--- config.mk ---
export PLATFORM = sky130hd
export DESIGN_NAME = spike_rate_monitor_flat
export DESIGN_NICKNAME = d
export VERILOG_FILES = /design/src/rtl/spike_rate_monitor_pkg.sv /design/src/rtl/spike_rate_monitor_if.sv /design/src/rtl/spike_rate_monitor_edge_counter.sv /design/src/rtl/spike_rate_monitor.sv /design/src/flat_wrapper.sv
export SDC_FILE = /design/constraint.sdc
export NUM_CORES = 1
export LEC_CHECK = 0
export ABC_AREA = 1
export BUFFER_PORTS_ARGS = -buffer_cell sky130_fd_sc_hd__buf_2
export CAP_MARGIN = 20
export CORE_UTILIZATION = 55
export DETAILED_ROUTE_END_ITERATION = 8
export GPL_ROUTABILITY_DRIVEN = 0
export GPL_TIMING_DRIVEN = 0
export PLACE_DENSITY = 0.72
export RECOVER_POWER = 100
export SLEW_MARGIN = 20
export SYNTH_ARGS = -nofsm -noshare
export SYNTH_HDL_FRONTEND = slang
export SYNTH_SLANG_ARGS = --single-unit
--- constraint.sdc ---
create_clock -name clk -period 5.6 [get_ports clk]
set_input_delay 0.56 -clock clk [delete_from_list [all_inputs] [get_ports clk]]
set_output_delay 0.56 -clock clk [all_outputs]
set_load 0.01 [all_outputs]
--- src/rtl/spike_rate_monitor_pkg.sv ---
// Shared types and constants for the LIF network spike-rate monitor.
package lif_mon_pkg;

    typedef enum logic [1:0] {
        IDLE  = 2'd0,
        COUNT = 2'd1,
        HOLD  = 2'd2
    } mon_state_e;

    localparam int NUM_CH = 4;

    // Channel indices: three input neurons, then the output neuron
    localparam int CH_N1  = 0;
    localparam int CH_N2  = 1;
    localparam int CH_N3  = 2;
    localparam int CH_OUT = 3;

endpackage

--- src/rtl/spike_rate_monitor_if.sv ---
// Spike inputs, run controls and latched readout of the spike-rate monitor.
interface spike_rate_monitor_if #(
    parameter int CNT_W = 8
);
    import lif_mon_pkg::*;

    logic [NUM_CH-1:0] spike_in;
    logic              enable;
    logic              continuous;
    logic [1:0]        sel;
    logic [CNT_W-1:0]  count_out;
    logic [NUM_CH-1:0] sat_out;
    logic [1:0]        winner;
    logic              winner_valid;
    logic              window_done;
    logic              busy;

    // Network side / host side that drives spikes and controls
    modport master (
        output spike_in, enable, continuous, sel,
        input  count_out, sat_out, winner, winner_valid, window_done, busy
    );

    // The monitor itself
    modport slave (
        input  spike_in, enable, continuous, sel,
        output count_out, sat_out, winner, winner_valid, window_done, busy
    );

endinterface

--- src/rtl/spike_rate_monitor_edge_counter.sv ---
// One channel: rising-edge detector feeding a saturating live counter
// with a sticky saturation flag. next_count/next_sat include this
// cycle's increment so the parent can latch them on the terminal cycle.
module spike_edge_counter #(
    parameter int CNT_W = 8
) (
    input  logic             clk,
    input  logic             reset,
    input  logic             spike,
    input  logic             clr,
    input  logic             cnt_en,
    output logic [CNT_W-1:0] next_count,
    output logic             next_sat
);

    logic             prev;
    logic [CNT_W-1:0] count;
    logic             sat;
    logic             hit;

    // Next live value: add one on a counted rising edge, flag overflow
    always_comb begin
        // NOTE: every output gets a default first so no path leaves it unassigned (no latch).
        hit        = spike & ~prev & cnt_en;
        next_count = count;
        next_sat   = sat;
        if (hit) begin
            if (count == '1) begin
                next_sat = 1'b1;
            end else begin
                next_count = count + 1'b1;
            end
        end
    end

    // prev tracks the input in every state; live state cleared on clr
    always_ff @(posedge clk or posedge reset) begin
        // NOTE: non-blocking assignments so all registers update from pre-edge values.
        if (reset) begin
            prev  <= 1'b0;
            count <= '0;
            sat   <= 1'b0;
        end else begin
            prev <= spike;
            if (clr) begin
                count <= '0;
                sat   <= 1'b0;
            end else begin
                count <= next_count;
                sat   <= next_sat;
            end
        end
    end

endmodule

--- src/rtl/spike_rate_monitor.sv ---
// Counts spike rising edges per channel over a fixed window, latches the
// counts, saturation flags and the busiest input neuron, and pulses
// window_done after each latch.
module spike_rate_monitor #(
    parameter int WINDOW_LEN = 16,
    parameter int CNT_W      = 8
) (
    input logic                 clk,
    input logic                 reset,
    spike_rate_monitor_if.slave mon
);
    import lif_mon_pkg::*;

    localparam int              WIN_W    = (WINDOW_LEN > 1) ? $clog2(WINDOW_LEN) : 1;
    localparam logic [WIN_W-1:0] WIN_LAST = WIN_W'(WINDOW_LEN - 1);

    mon_state_e        state;
    logic [WIN_W-1:0]  win_cnt;
    logic              busy_q;
    logic              done_q;

    logic [CNT_W-1:0]  next_count [NUM_CH];
    logic [NUM_CH-1:0] next_sat;
    logic [CNT_W-1:0]  lat_count  [NUM_CH];
    logic [NUM_CH-1:0] lat_sat;
    logic [1:0]        lat_winner;
    logic              lat_winner_valid;

    logic              cnt_en;
    logic              terminal;
    logic              do_latch;
    logic              live_clr;
    logic [1:0]        win_idx;
    logic              win_any;

    for (genvar g = 0; g < NUM_CH; g++) begin : g_ch
        spike_edge_counter #(.CNT_W(CNT_W)) u_cnt (
            .clk        (clk),
            .reset      (reset),
            .spike      (mon.spike_in[g]),
            .clr        (live_clr),
            .cnt_en     (cnt_en),
            .next_count (next_count[g]),
            .next_sat   (next_sat[g])
        );
    end

    // Window control and winner of the counts about to be latched
    always_comb begin
        cnt_en   = (state == COUNT);
        terminal = (win_cnt == WIN_LAST);
        // An enable drop wins over the terminal cycle: abort, no latch
        do_latch = cnt_en && mon.enable && terminal;
        live_clr = !cnt_en || !mon.enable || terminal;

        // Strict compare keeps the lowest index on ties
        win_idx = 2'(CH_N1);
        if (next_count[CH_N2] > next_count[win_idx]) win_idx = 2'(CH_N2);
        if (next_count[CH_N3] > next_count[win_idx]) win_idx = 2'(CH_N3);
        win_any = |{next_count[CH_N1], next_count[CH_N2], next_count[CH_N3]};
    end

    // IDLE / COUNT / HOLD sequencing, window counter, busy and done strobe
    always_ff @(posedge clk or posedge reset) begin
        if (reset) begin
            state   <= IDLE;
            win_cnt <= '0;
            busy_q  <= 1'b0;
            done_q  <= 1'b0;
        end else begin
            done_q <= 1'b0;
            case (state)
                IDLE: begin
                    if (mon.enable) begin
                        state  <= COUNT;
                        busy_q <= 1'b1;
                    end
                end
                COUNT: begin
                    if (!mon.enable) begin
                        state   <= IDLE;
                        win_cnt <= '0;
                        busy_q  <= 1'b0;
                    end else if (terminal) begin
                        win_cnt <= '0;
                        done_q  <= 1'b1;
                        if (!mon.continuous) begin
                            state  <= HOLD;
                            busy_q <= 1'b0;
                        end
                    end else begin
                        win_cnt <= win_cnt + 1'b1;
                    end
                end
                HOLD: begin
                    if (!mon.enable) state <= IDLE;
                end
                default: begin
                    state   <= IDLE;
                    win_cnt <= '0;
                    busy_q  <= 1'b0;
                end
            endcase
        end
    end

    // Readout registers, updated only on a completed window
    always_ff @(posedge clk or posedge reset) begin
        if (reset) begin
            lat_count        <= '{default: '0};
            lat_sat          <= '0;
            lat_winner       <= 2'd0;
            lat_winner_valid <= 1'b0;
        end else if (do_latch) begin
            for (int i = 0; i < NUM_CH; i++) lat_count[i] <= next_count[i];
            lat_sat          <= next_sat;
            lat_winner       <= win_idx;
            lat_winner_valid <= win_any;
        end
    end

    assign mon.count_out    = lat_count[mon.sel];
    assign mon.sat_out      = lat_sat;
    assign mon.winner       = lat_winner;
    assign mon.winner_valid = lat_winner_valid;
    assign mon.window_done  = done_q;
    assign mon.busy         = busy_q;

endmodule

--- src/flat_wrapper.sv ---
// flat-port wrapper written by rule: the top's interface ports become plain ports
module spike_rate_monitor_flat import lif_mon_pkg::*;
#(
    parameter int WINDOW_LEN = 16,
    parameter int CNT_W      = 8
)
  (clk, reset, mon_spike_in, mon_enable, mon_continuous, mon_sel, mon_count_out, mon_sat_out, mon_winner, mon_winner_valid, mon_window_done, mon_busy);
  spike_rate_monitor_if #(.CNT_W(CNT_W)) mon_i ();
  input logic clk;
  input logic reset;
  input wire logic [$bits(mon_i.spike_in)-1:0] mon_spike_in;
  input wire logic [$bits(mon_i.enable)-1:0] mon_enable;
  input wire logic [$bits(mon_i.continuous)-1:0] mon_continuous;
  input wire logic [$bits(mon_i.sel)-1:0] mon_sel;
  output wire logic [$bits(mon_i.count_out)-1:0] mon_count_out;
  output wire logic [$bits(mon_i.sat_out)-1:0] mon_sat_out;
  output wire logic [$bits(mon_i.winner)-1:0] mon_winner;
  output wire logic [$bits(mon_i.winner_valid)-1:0] mon_winner_valid;
  output wire logic [$bits(mon_i.window_done)-1:0] mon_window_done;
  output wire logic [$bits(mon_i.busy)-1:0] mon_busy;
  assign mon_i.spike_in = mon_spike_in;
  assign mon_i.enable = mon_enable;
  assign mon_i.continuous = mon_continuous;
  assign mon_i.sel = mon_sel;
  assign mon_count_out = mon_i.count_out;
  assign mon_sat_out = mon_i.sat_out;
  assign mon_winner = mon_i.winner;
  assign mon_winner_valid = mon_i.winner_valid;
  assign mon_window_done = mon_i.window_done;
  assign mon_busy = mon_i.busy;
  spike_rate_monitor #(.WINDOW_LEN(WINDOW_LEN), .CNT_W(CNT_W)) u_core (.clk(clk), .reset(reset), .mon(mon_i));
endmodule
Yosys cells after proc, flatten, opt, wreduce, memory -nomap -nowiden
Index checks and enable logic that the tools add are counted.
W data, S select, Z words.

storage, ports and cells
  bits in latches = 0
  register bits after elaboration = 87
  memory bits (writable) = 0
  bits of input ports = 10
  output and inout port bits = 17
  ROM bits = 0
  memories kept = 0

cells by class
  multiply operators = 0
  $lt $le $gt $ge = 4
  multiplexer cells = 49
  equal/unequal tests = 11
  reductions and logical operators = 11
  add/subtract/negate cells = 5
  divide/modulo/power cells = 0
  shifts and indexed selects = 0
  bitwise gates (word level) = 15

operators with widths
  cell                   count
  $mux W8                16
  $add A8 B1 Y8 const B  4
  $bmux W8 S2            2
  $eq A8 B8 Y1 const B   4
  $reduce_or A24 Y1      1
  $mux W1                20
  $gt A8 B8 Y1           2
  $mux W2                6
  $and A1 B1 Y1          8
  $mux W4                2
  $pmux W4 S2            1
  $reduce_and A4 Y1      2
  $ge A3 B3 Y1 const B   2
  $pmux W2 S3            1
  $not A1 Y1             5
  $add A4 B1 Y4 const B  1
  $eq A4 B4 Y1 const B   1
  $ne A2 B2 Y1 const B   2
  $ne A3 B2 Y1 const B   1
  $ne A3 B3 Y1 const B   1
  $not A1 Y3             1
  $not A2 Y3             1
  $pmux W1 S3            1
  $eq A2 B1 Y1 const B   1
  other kinds (6)        9

Logic depth before layout (Yosys ltp)
Gate-level depths: netlist (run 1).

  word-level depth = 12
  gate-level depth with buffers = 31
  depth with buffers taken out = 30

Modules after synthesis
From an unflattened synthesis (run 1), not the netlist that was laid out.

second synthesis, totals
  cell total of the unflattened synthesis = 692
  area total of the unflattened synthesis = 5220.0 µm²

by module, submodules not included
  module              seq. area each (µm²)  instances  cells each  area an instance (µm²)
  spike_edge_counter  250.2                 4          89          654.4
  spike_rate_monitor  1176.1                1          336         2602.5

Least setup slack after synthesis (run 1)
OpenSTA, ideal clock, no wires.

  kind = input port to flip-flop
  start point = input port mon_spike_in[0]
  end point = register u_core.lat_winner[0], in the netlist u_core.mon.winner[0]
  arrival = 3.283 ns
  setup slack = 2.198 ns
  library setup time = 0.119 ns
  cell stages on the path = 29
  path through = nand2_1 nor2_4 buf_6 nand2_1 nor2_1 nand3_1 nand3_1 inv_1 ha_1 nand2_1 nor2_1 nand3_1 a21oi_2 nand2_2 nand3_4 nand2_4 nand2_1 nand2_1 ha_1 inv_1 nor2_1 nor2_1 o21ai_0 nand2_1 nand3_1 o21ai_0 nand2_1 nand3b_1 nand2_1

between the ends
  word-level cells in the longest chain between the ends = 11

RTL lines
  item                                         line                                   text
  start: declaration                           flat_wrapper.sv:11                     input wire logic [$bits(mon_i.spike_in)-1:0] mon_spike_in;
  $and A1 B1 Y1 * (2 in series)                spike_rate_monitor_edge_counter.sv:24  hit = spike & ~prev & cnt_en;
  $mux W8 *                                    spike_rate_monitor_edge_counter.sv:27  if (hit) begin
  $gt A8 B8 Y1                                 spike_rate_monitor.sv:58               if (next_count[CH_N2] > next_count[win_idx]) win_idx = 2'(CH_N2);
  $mux W1                                      spike_rate_monitor.sv:58
  $not A1 Y3 (implied by the code)             spike_rate_monitor.sv:59               if (next_count[CH_N3] > next_count[win_idx]) win_idx = 2'(CH_N3);
  $bmux W8 S2                                  spike_rate_monitor.sv:59
  $mux W8 (implied by the code) (2 in series)  spike_rate_monitor.sv:59
  $gt A8 B8 Y1                                 spike_rate_monitor.sv:59
  $mux W2 *                                    spike_rate_monitor.sv:59
  end signal: assignment                       spike_rate_monitor.sv:117              lat_winner <= win_idx;
  end: declaration                             spike_rate_monitor.sv:26               logic [1:0] lat_winner;

Mark *: on every way between the ends. The rest lies on a longest branch, timed or not. The select of a mux whose other input is x is not followed.
A chain may end at the register's enable or synchronous reset.

Final worst setup path (run 1)
  start point = register u_core.state[0]
  end point = register u_core.lat_winner[0], in the netlist u_core.mon.winner[0]

between the ends
  word-level cells in the longest chain between the ends = 11
  elaborated cells between the ends (all ways) = 19
  classes of those cells = order compare: 2; eq/ne: 1; mux: 9; bitwise: 5; reduce/logical: 2

RTL lines
  item                                          line                                   text
  start: declaration                            spike_rate_monitor.sv:17               mon_state_e state;
  start signal: assignment                      spike_rate_monitor.sv:66               state <= IDLE;
  start signal: assignment                      spike_rate_monitor.sv:75               state <= COUNT;
  start signal: assignment                      spike_rate_monitor.sv:81               state <= IDLE;
  $eq A2 B1 Y1 *                                spike_rate_monitor.sv:50               cnt_en = (state == COUNT);
  $and A1 B1 Y1 *                               spike_rate_monitor_edge_counter.sv:24
  $mux W8 *                                     spike_rate_monitor_edge_counter.sv:27
  named net u_core.g_ch[1].u_cnt.next_count[7]  spike_rate_monitor_edge_counter.sv:12  output logic [CNT_W-1:0] next_count,
  $gt A8 B8 Y1                                  spike_rate_monitor.sv:58
  $mux W1                                       spike_rate_monitor.sv:58
  $not A1 Y3 (implied by the code)              spike_rate_monitor.sv:59
  $bmux W8 S2                                   spike_rate_monitor.sv:59
  $mux W8 (implied by the code) (2 in series)   spike_rate_monitor.sv:59
  $gt A8 B8 Y1                                  spike_rate_monitor.sv:59
  $mux W2 *                                     spike_rate_monitor.sv:59

The timed path passes the listed nets; every way through them passes the cells marked *. The select of a mux whose other input is x is not followed.

==> results of run 1 <==
## cell usage in the layout, fill, tap and decap left out, types with 5 or more instances in the layout
cell	netlist	layout
sky130_fd_sc_hd__a21oi_1	10	10
sky130_fd_sc_hd__buf_2	3	6
sky130_fd_sc_hd__clkbuf_1	9	33
sky130_fd_sc_hd__clkbuf_8	0	9
sky130_fd_sc_hd__dfrtp_1	87	87
sky130_fd_sc_hd__ha_1	20	20
sky130_fd_sc_hd__inv_1	72	72
sky130_fd_sc_hd__nand2_1	159	160
sky130_fd_sc_hd__nand2_2	8	8
sky130_fd_sc_hd__nand3_1	47	47
sky130_fd_sc_hd__nand3b_1	5	5
sky130_fd_sc_hd__nand4_1	9	9
sky130_fd_sc_hd__nor2_1	78	82
sky130_fd_sc_hd__nor2_2	8	6
sky130_fd_sc_hd__o21ai_0	55	63
sky130_fd_sc_hd__o22ai_1	8	8
sky130_fd_sc_hd__or2_2	5	5
sky130_fd_sc_hd__xnor2_1	5	5
sky130_fd_sc_hd__xor2_1	6	6
## path summary, 6_finish.rpt
kind                                 start                   endpoint  slack [ps]
min in group asynchronous            reset     u_core.mon.window_done         410
max in group asynchronous            reset    u_core.mon.winner_valid        1700
hold / removal             mon_spike_in[3]  u_core.g_ch[3].u_cnt.prev         300
setup reg to reg           u_core.state[0]       u_core.mon.winner[0]        1190
hold reg to reg            u_core.mon.busy            u_core.mon.busy         490
setup / recovery           u_core.state[0]       u_core.mon.winner[0]        1190
## through the flow
stage | cells | instance area [um^2] | hold slack, ps | util | worst slack (ps)
after floorplan | 637 | 4910 | 446 | - | 2200
after global placement | 771 | 5170 | 458 | 0.596 | 1660
after detailed placement | 772 | 5200 | 461 | 0.600 | 1640
after CTS | 788 | 5400 | 174 | 0.623 | 1650
after global routing | 788 | 5320 | 304 | 0.613 | 733
final | 788 | 5320 | 304 | 0.613 | 1190
## power by group
| group | switching, mW | internal (mW) |
|---|---|---|
| clock | 0.261 | 0.176 |
| sequential | 0.0308 | 0.662 |
| combinational | 0.438 | 0.221 |
| total | 0.730 | 1.06 |
## layout make-up
cell class,instances,area [um^2]
plain buffers,15,75.1
multi-input cells,458,2340
fillers,799,3360
clock inverters,7,73.8
repair buffers,27,109
well taps,108,135
inverters,77,290
clock buffers,9,124
flip-flops and latches,87,2180
## critical path: cells and delay by family, from the launching register on
| kind | cells | cell delay [ps] |
|---|---|---|
| DFF | 1 | 440 |
| and+or+nand+nor | 20 | 2710 |
| AOI/OAI and AO/OA | 2 | 290 |
| buffers and inverters | 2 | 300 |
| adders and majority gates | 2 | 600 |
## Yosys cell counts, types with 2 or more instances
master / count
sky130_fd_sc_hd__nor2_1: 78
sky130_fd_sc_hd__nor3_1: 2
sky130_fd_sc_hd__nand3_1: 47
sky130_fd_sc_hd__nand4_1: 9
sky130_fd_sc_hd__or2_2: 5
sky130_fd_sc_hd__clkbuf_1: 9
sky130_fd_sc_hd__inv_2: 5
sky130_fd_sc_hd__nand2_4: 3
sky130_fd_sc_hd__nor2_4: 5
sky130_fd_sc_hd__o21ai_0: 55
sky130_fd_sc_hd__ha_1: 20
sky130_fd_sc_hd__nand3_2: 2
sky130_fd_sc_hd__buf_6: 2
sky130_fd_sc_hd__nand2_2: 8
sky130_fd_sc_hd__inv_1: 72
sky130_fd_sc_hd__o21ai_1: 10
sky130_fd_sc_hd__buf_2: 3
sky130_fd_sc_hd__nand2_1: 159
sky130_fd_sc_hd__o22ai_1: 8
sky130_fd_sc_hd__a31oi_1: 3
sky130_fd_sc_hd__nor2_2: 8
sky130_fd_sc_hd__nand3b_1: 5
sky130_fd_sc_hd__xnor2_1: 5
sky130_fd_sc_hd__xor2_1: 6
sky130_fd_sc_hd__dfrtp_1: 87
sky130_fd_sc_hd__a21oi_1: 10
## sequential cells by signal (all words and copies together), names as in the netlist
register	flops
u_core.g_ch.u_cnt.count	32
u_core.lat_count	32
u_core.g_ch.u_cnt.prev	4
u_core.g_ch.u_cnt.sat	4
u_core.mon.sat_out	4
u_core.win_cnt	4
u_core.mon.winner	2
u_core.state	2
u_core.mon.busy	1
u_core.mon.window_done	1
u_core.mon.winner_valid	1
## cells by family (layout without fill, tap and decap cells)
group | Yosys count | count (layout)
compound gates | 94 | 94
xor+xnor | 11 | 11
fa+ha+maj | 20 | 20
buf+inv | 92 | 135
flops | 87 | 87
simple gates | 333 | 333
## per-layer routing
layer,vias to the layer above,share of wire
li1,2135,-
met4,0,0.021
met2,101,0.47
met3,24,0.045
met5,-,0
met1,1999,0.47
==> impl_metrics.xml, run 1 <==
<?xml version="1.0" encoding="UTF-8"?>
<metrics>
  <group name="final_layout">
    <metric name="antenna_cells_inserted" unit="">0</metric>
    <metric name="design.final.nets" unit="">705</metric>
    <metric name="area_growth" unit="%">8.38</metric>
    <metric name="final_layout_size_suffix_gt1_frac" unit="">0.0853</metric>
  </group>
  <group name="floorplanning">
    <metric name="floorplan.die.width" unit="um">96.5</metric>
    <metric name="number_of_cell_rows" unit="">34</metric>
    <metric name="die_outline_area" unit="um^2">9310</metric>
    <metric name="die-height" unit="um">96.5</metric>
    <metric name="initial_core_util" unit="">0.566</metric>
    <metric name="design.core.area" unit="um^2">8680</metric>
    <metric name="num_io_pins" unit="">27</metric>
  </group>
  <group name="critical_path">
    <metric name="worst_path_max_delay_cell" unit="">sky130_fd_sc_hd__dfrtp_1</metric>
    <metric name="cpMostUsedCell" unit="">sky130_fd_sc_hd__nand2_1</metric>
    <metric name="crit_type" unit="">flop to flop</metric>
    <metric name="cp.arrival" unit="ps">4730</metric>
    <metric name="worst_r2r_path_depth" unit="">26</metric>
    <metric name="startpoint_class_of_the_critical_path" unit="">flop</metric>
    <metric name="wp_data_required" unit="ps">5910</metric>
    <metric name="cp_slowest_stage_delay" unit="ps">440</metric>
    <metric name="critPathCaptureType" unit="">flop</metric>
    <metric name="critical_path.max_fanout" unit="">10</metric>
  </group>
  <group name="routing">
    <metric name="drtPass1Iterations" unit="">5</metric>
    <metric name="drt-vias-per-instance" unit="">5.40</metric>
    <metric name="vias" unit="">4259</metric>
    <metric name="final_antenna_net_count" unit="">0</metric>
    <metric name="drt_wl_total" unit="um">11600</metric>
    <metric name="drt-wirelength-per-cell" unit="um">14.7</metric>
    <metric name="drc_errors" unit="">0</metric>
    <metric name="initialDrtViolationCount" unit="">237</metric>
  </group>
  <group name="timing">
    <metric name="drv_slew" unit="">61</metric>
    <metric name="timing_hold_violations_final" unit="">0</metric>
    <metric name="slew-limit-headroom" unit="">-1.11</metric>
    <metric name="fin_crit" unit="ps">4410</metric>
    <metric name="fin_tns_setup" unit="ps">0</metric>
    <metric name="rsz_0062_raised_after_global_routing" unit="">no</metric>
    <metric name="timing.fmax" unit="MHz">227</metric>
    <metric name="finClkSkew" unit="ps">10.5</metric>
    <metric name="worst-slew-pin-transition" unit="ps">3160</metric>
    <metric name="timing.final.setup_violations" unit="">0</metric>
    <metric name="period_share" unit="">0.788</metric>
  </group>
  <group name="power">
    <metric name="cellLeakagePower" unit="nW">2.69</metric>
    <metric name="post-layout-total-power" unit="mW">1.79</metric>
    <metric name="power.density" unit="nW/um^2">336</metric>
    <metric name="largest_voltage_drop_on_the_vdd_net" unit="mV">0.168</metric>
  </group>
  <group name="global_route">
    <metric name="grt_start_max_net_pins" unit="">61</metric>
    <metric name="antenna_found_initial" unit="">0</metric>
    <metric name="grtUsageTotal" unit="">0.273</metric>
    <metric name="grt.overflow.total" unit="">0</metric>
    <metric name="grt_use_met3" unit="">0.0321</metric>
    <metric name="global_route.usage.met1" unit="">0.365</metric>
    <metric name="grt_util_met2" unit="">0.450</metric>
    <metric name="grt_first_pass_wirelength" unit="um">19100</metric>
    <metric name="first_global_vias" unit="">4037</metric>
    <metric name="grt-busiest-layer" unit="">met2</metric>
  </group>
  <group name="synth">
    <metric name="synth_nets" unit="">667</metric>
    <metric name="synth_enable_flop_cells" unit="">0</metric>
    <metric name="parity_gate_share_of_the_synthesized_area_counting_xor_and_xnor_cells" unit="">0.0196</metric>
    <metric name="synthArstFlopShare" unit="">1.00</metric>
    <metric name="synth_mux_area_frac" unit="">0</metric>
    <metric name="synth_area_leaders" unit="">sky130_fd_sc_hd__dfrtp_1, sky130_fd_sc_hd__nand2_1, sky130_fd_sc_hd__nor2_1, sky130_fd_sc_hd__o21ai_0, sky130_fd_sc_hd__inv_1</metric>
    <metric name="postSynthCellCount" unit="">637</metric>
    <metric name="synthFlopType" unit="">sky130_fd_sc_hd__dfrtp_1</metric>
    <metric name="synthDominantAreaCellType" unit="">sky130_fd_sc_hd__dfrtp_1</metric>
    <metric name="synth_top_family_by_area" unit="">simple AND/OR/NAND/NOR gates</metric>
    <metric name="synthesis.area" unit="um^2">4910</metric>
    <metric name="ys_seq_elements" unit="">87</metric>
    <metric name="yosys.area_share.adder" unit="">0.0510</metric>
    <metric name="synth.yosys.warnings" unit="">0</metric>
    <metric name="synth.avg_cell_area" unit="um^2">7.71</metric>
    <metric name="number_of_unique_standard_cell_types_used_by_synthesis" unit="">37</metric>
    <metric name="synth_sequential_area_ratio" unit="">0.443</metric>
    <metric name="synthSimpleGateAreaFrac" unit="">0.307</metric>
    <metric name="synth-compound-area-share" unit="">0.104</metric>
    <metric name="synthDominantCellAreaShare" unit="">0.443</metric>
  </group>
  <group name="cts">
    <metric name="worst_skew_pair.late_latency" unit="ps">370</metric>
    <metric name="cts_htree_levels" unit="">3</metric>
    <metric name="cts_repair_resize_count" unit="">0</metric>
    <metric name="worst_setup_hold_path_clk_slew" unit="ps">110</metric>
    <metric name="clk_root_buffer_cell" unit="">sky130_fd_sc_hd__clkbuf_8</metric>
    <metric name="ctsHoldBuffers" unit="">0</metric>
    <metric name="cts_setup_buffers" unit="">0</metric>
    <metric name="cts_tree" unit="">yes</metric>
    <metric name="numClockSinks" unit="">87</metric>
    <metric name="cts_made_buffers" unit="">9</metric>
    <metric name="clock_path_buffers" unit="">2</metric>
  </group>
  <group name="run_status">
    <metric name="run_status" unit="">complete, but fails checks</metric>
    <metric name="violations" unit="">max-capacitance violations, max-slew violations</metric>
  </group>
  <group name="min_path">
    <metric name="min_path_type" unit="">primary input to flop</metric>
    <metric name="worstHoldPathCells" unit="">1</metric>
  </group>
  <group name="place">
    <metric name="numPortBuffers" unit="">26</metric>
    <metric name="dp.final_hpwl" unit="um">8600</metric>
  </group>
  <group name="run">
    <metric name="drv_cap" unit="">1</metric>
  </group>
</metrics>
No activity file was read; power rests on OpenSTA's default activity.
==> run 2, diff against run 1 <==
==> constraint.sdc (replaced) <==
create_clock -name clk -period 4.4 [get_ports clk]
set_input_delay 0.44 -clock clk [delete_from_list [all_inputs] [get_ports clk]]
set_output_delay 0.44 -clock clk [all_outputs]
set_load 0.01 [all_outputs]
==> run 2 against run 1 <==
Net effect: the flow still finishes with violations (max-capacitance violations, max-slew violations); via count barely moved; sequential share of layout area is 0.20 points lower; first-iteration DRC count rose by 0.84%; die area unchanged; final cell count unchanged; design area grew 0.49%; count of clock-buffer cells in the layout did not move; wire length barely moved; global-route usage did not move; combinational power grew 29%; critical path type unchanged; critical endpoint unchanged; largest power group unchanged.
==> impl_metrics.xml, run 2 (synthesis results as in run 1) <==
<?xml version="1.0" encoding="UTF-8"?>
<metrics>
  <group name="global_route">
    <metric name="first_global_vias" unit="">4037</metric>
    <metric name="antenna_found_initial" unit="">0</metric>
    <metric name="grtUsageTotal" unit="">0.273</metric>
    <metric name="grt_first_pass_wirelength" unit="um">19100</metric>
    <metric name="grt_start_max_net_pins" unit="">61</metric>
    <metric name="grt.overflow.total" unit="">0</metric>
  </group>
  <group name="critical_path">
    <metric name="critical_path.max_fanout" unit="">10</metric>
    <metric name="worstReg2RegStart" unit="">u_core.state[0]</metric>
    <metric name="launch_point_of_the_worst_path" unit="">u_core.state[0]</metric>
    <metric name="cpMostUsedCell" unit="">sky130_fd_sc_hd__nand2_1</metric>
    <metric name="wp_data_required" unit="ps">4710</metric>
    <metric name="cp_slowest_stage_delay" unit="ps">470</metric>
    <metric name="crit_type" unit="">flop to flop</metric>
    <metric name="critPathCaptureType" unit="">flop</metric>
    <metric name="startpoint_class_of_the_critical_path" unit="">flop</metric>
    <metric name="worst_path_max_delay_cell" unit="">sky130_fd_sc_hd__dfrtp_1</metric>
    <metric name="cp.arrival" unit="ps">4250</metric>
  </group>
  <group name="run">
    <metric name="drv_cap" unit="">1</metric>
  </group>
  <group name="cts">
    <metric name="cts_setup_buffers" unit="">0</metric>
    <metric name="clock_path_buffers" unit="">2</metric>
    <metric name="ctsHoldBuffers" unit="">0</metric>
    <metric name="cts_repair_resize_count" unit="">0</metric>
    <metric name="cts_made_buffers" unit="">9</metric>
    <metric name="worst_skew_pair.late_latency" unit="ps">370</metric>
    <metric name="numClockSinks" unit="">87</metric>
    <metric name="cts_htree_levels" unit="">3</metric>
    <metric name="clk_root_buffer_cell" unit="">sky130_fd_sc_hd__clkbuf_8</metric>
    <metric name="cts_tree" unit="">yes</metric>
    <metric name="worst_setup_hold_path_clk_slew" unit="ps">100</metric>
  </group>
  <group name="floorplanning">
    <metric name="initial_core_util" unit="">0.566</metric>
    <metric name="number_of_cell_rows" unit="">34</metric>
    <metric name="num_io_pins" unit="">27</metric>
    <metric name="die_outline_area" unit="um^2">9310</metric>
    <metric name="die-height" unit="um">96.5</metric>
    <metric name="floorplan.die.width" unit="um">96.5</metric>
    <metric name="design.core.area" unit="um^2">8680</metric>
  </group>
  <group name="timing">
    <metric name="finClkSkew" unit="ps">8.92</metric>
    <metric name="rsz_0062_raised_after_global_routing" unit="">no</metric>
    <metric name="timing.fmax" unit="MHz">254</metric>
    <metric name="timing_hold_violations_final" unit="">0</metric>
    <metric name="drv_slew" unit="">61</metric>
    <metric name="timing.final.setup_violations" unit="">0</metric>
    <metric name="fin_tns_setup" unit="ps">0</metric>
    <metric name="period_share" unit="">0.895</metric>
    <metric name="worst-slew-pin-transition" unit="ps">2620</metric>
    <metric name="fin_crit" unit="ps">3940</metric>
    <metric name="slew-limit-headroom" unit="">-0.749</metric>
  </group>
  <group name="power">
    <metric name="cellInternalPower" unit="mW">1.35</metric>
    <metric name="cellLeakagePower" unit="nW">2.70</metric>
    <metric name="power.switching" unit="uW">937</metric>
    <metric name="post-layout-total-power" unit="mW">2.29</metric>
    <metric name="p_clk_frac" unit="">0.242</metric>
    <metric name="combPwrFrac" unit="">0.372</metric>
    <metric name="power_frac_seq" unit="">0.386</metric>
    <metric name="largest_voltage_drop_on_the_vdd_net" unit="mV">0.214</metric>
    <metric name="power.density" unit="nW/um^2">428</metric>
    <metric name="swShare" unit="">0.409</metric>
  </group>
  <group name="place">
    <metric name="numPortBuffers" unit="">26</metric>
    <metric name="placed_cells" unit="">772</metric>
    <metric name="dp.final_hpwl" unit="um">8600</metric>
  </group>
  <group name="final_layout">
    <metric name="final_cells" unit="">788</metric>
    <metric name="antenna_cells_inserted" unit="">0</metric>
    <metric name="final_layout_size_suffix_gt1_frac" unit="">0.0912</metric>
    <metric name="reg_top3" unit="">u_core.g_ch.u_cnt.count (32), u_core.lat_count (32)</metric>
    <metric name="area_growth" unit="%">8.92</metric>
    <metric name="mostFrequentLayoutCells" unit="">sky130_fd_sc_hd__nand2_1, sky130_fd_sc_hd__dfrtp_1, sky130_fd_sc_hd__nor2_1, sky130_fd_sc_hd__inv_1, sky130_fd_sc_hd__o21ai_0</metric>
    <metric name="layout.cells.most_common" unit="">sky130_fd_sc_hd__nand2_1</metric>
    <metric name="design.final.nets" unit="">705</metric>
    <metric name="fillerInstances" unit="">792</metric>
  </group>
  <group name="routing">
    <metric name="drt_wl_total" unit="um">11600</metric>
    <metric name="drt-wirelength-per-cell" unit="um">14.7</metric>
    <metric name="vias" unit="">4263</metric>
    <metric name="initialDrtViolationCount" unit="">239</metric>
    <metric name="drtPass1Iterations" unit="">5</metric>
    <metric name="drt-vias-per-instance" unit="">5.41</metric>
    <metric name="drc_errors" unit="">0</metric>
    <metric name="final_antenna_net_count" unit="">0</metric>
  </group>
  <group name="min_path">
    <metric name="worstHoldStart" unit="">mon_spike_in[0]</metric>
    <metric name="min_path_type" unit="">primary input to flop</metric>
  </group>
  <group name="run_status">
    <metric name="violations" unit="">max-capacitance violations, max-slew violations</metric>
    <metric name="run_status" unit="">complete, but fails checks</metric>
  </group>
</metrics>
[run 2: worst max-delay path, delay by kind of cell (launching register included)]
kind            cells  cell delay [ps]
compound gates      2              290
flops               1              470
simple gates       20             2230
fa+ha+maj           2              600
buf+inv             2              290
[run 2: path summary, 6_finish.rpt]
path,to,slack (ps),depth (start not counted)
setup / recovery,u_core.mon.winner[0],460,26
hold / removal,u_core.g_ch[0].u_cnt.prev,180,1
setup reg to reg,u_core.mon.winner[0],460,26
hold reg to reg,u_core.mon.busy,490,2
max in group asynchronous,u_core.mon.winner_valid,1000,3
min in group asynchronous,u_core.mon.window_done,290,2
[run 2: metrics by stage]
| step | hold slack [ps] | setup slack [ps] | utilization | cell area, um^2 |
|---|---|---|---|---|
| 2_1_floorplan | 446 | 1060 | - | 4910 |
| 6_report | 184 | 463 | 0.616 | 5350 |
| 3_5_place_dp | 454 | 495 | 0.600 | 5200 |
| 4_1_cts | 53.9 | 453 | 0.623 | 5400 |
| 5_1_grt | 184 | 37.1 | 0.616 | 5350 |
| 3_3_place_gp | 458 | 529 | 0.596 | 5170 |
[run 2: per-layer routing]
metal	vias to the layer above	share of wire	wire, um	GRT usage
met4	0	0.019	219	0.112
met1	2004	0.47	5420	0.365
met3	21	0.050	580	0.0321
li1	2134	-	-	-
met5	-	0	0	0
met2	104	0.46	5370	0.450
[run 2: cell type report]
class | instances | area [um^2] | share of cell area
timing repair buffer | 27 | 118 | 0.0220
clock inverter | 7 | 73.8 | 0.0138
clock buffer | 9 | 124 | 0.0232
tap | 108 | 135 | 0.0253
buffer | 15 | 75.1 | 0.0140
inverter | 77 | 290 | 0.0543
multi-input combinational | 458 | 2350 | 0.440
sequential | 87 | 2180 | 0.407
[run 2: power by group through the flow]
stage | Sequential [mW] | Clock [mW] | Combinational [mW]
global route | 0.891 | 0.594 | 0.971
global placement | 0.897 | 0 | 0.828
finish | 0.884 | 0.555 | 0.852
CTS | 0.883 | 0.563 | 0.866
detailed placement | 0.899 | 0 | 0.861
floorplan | 0.894 | 0 | 0.657
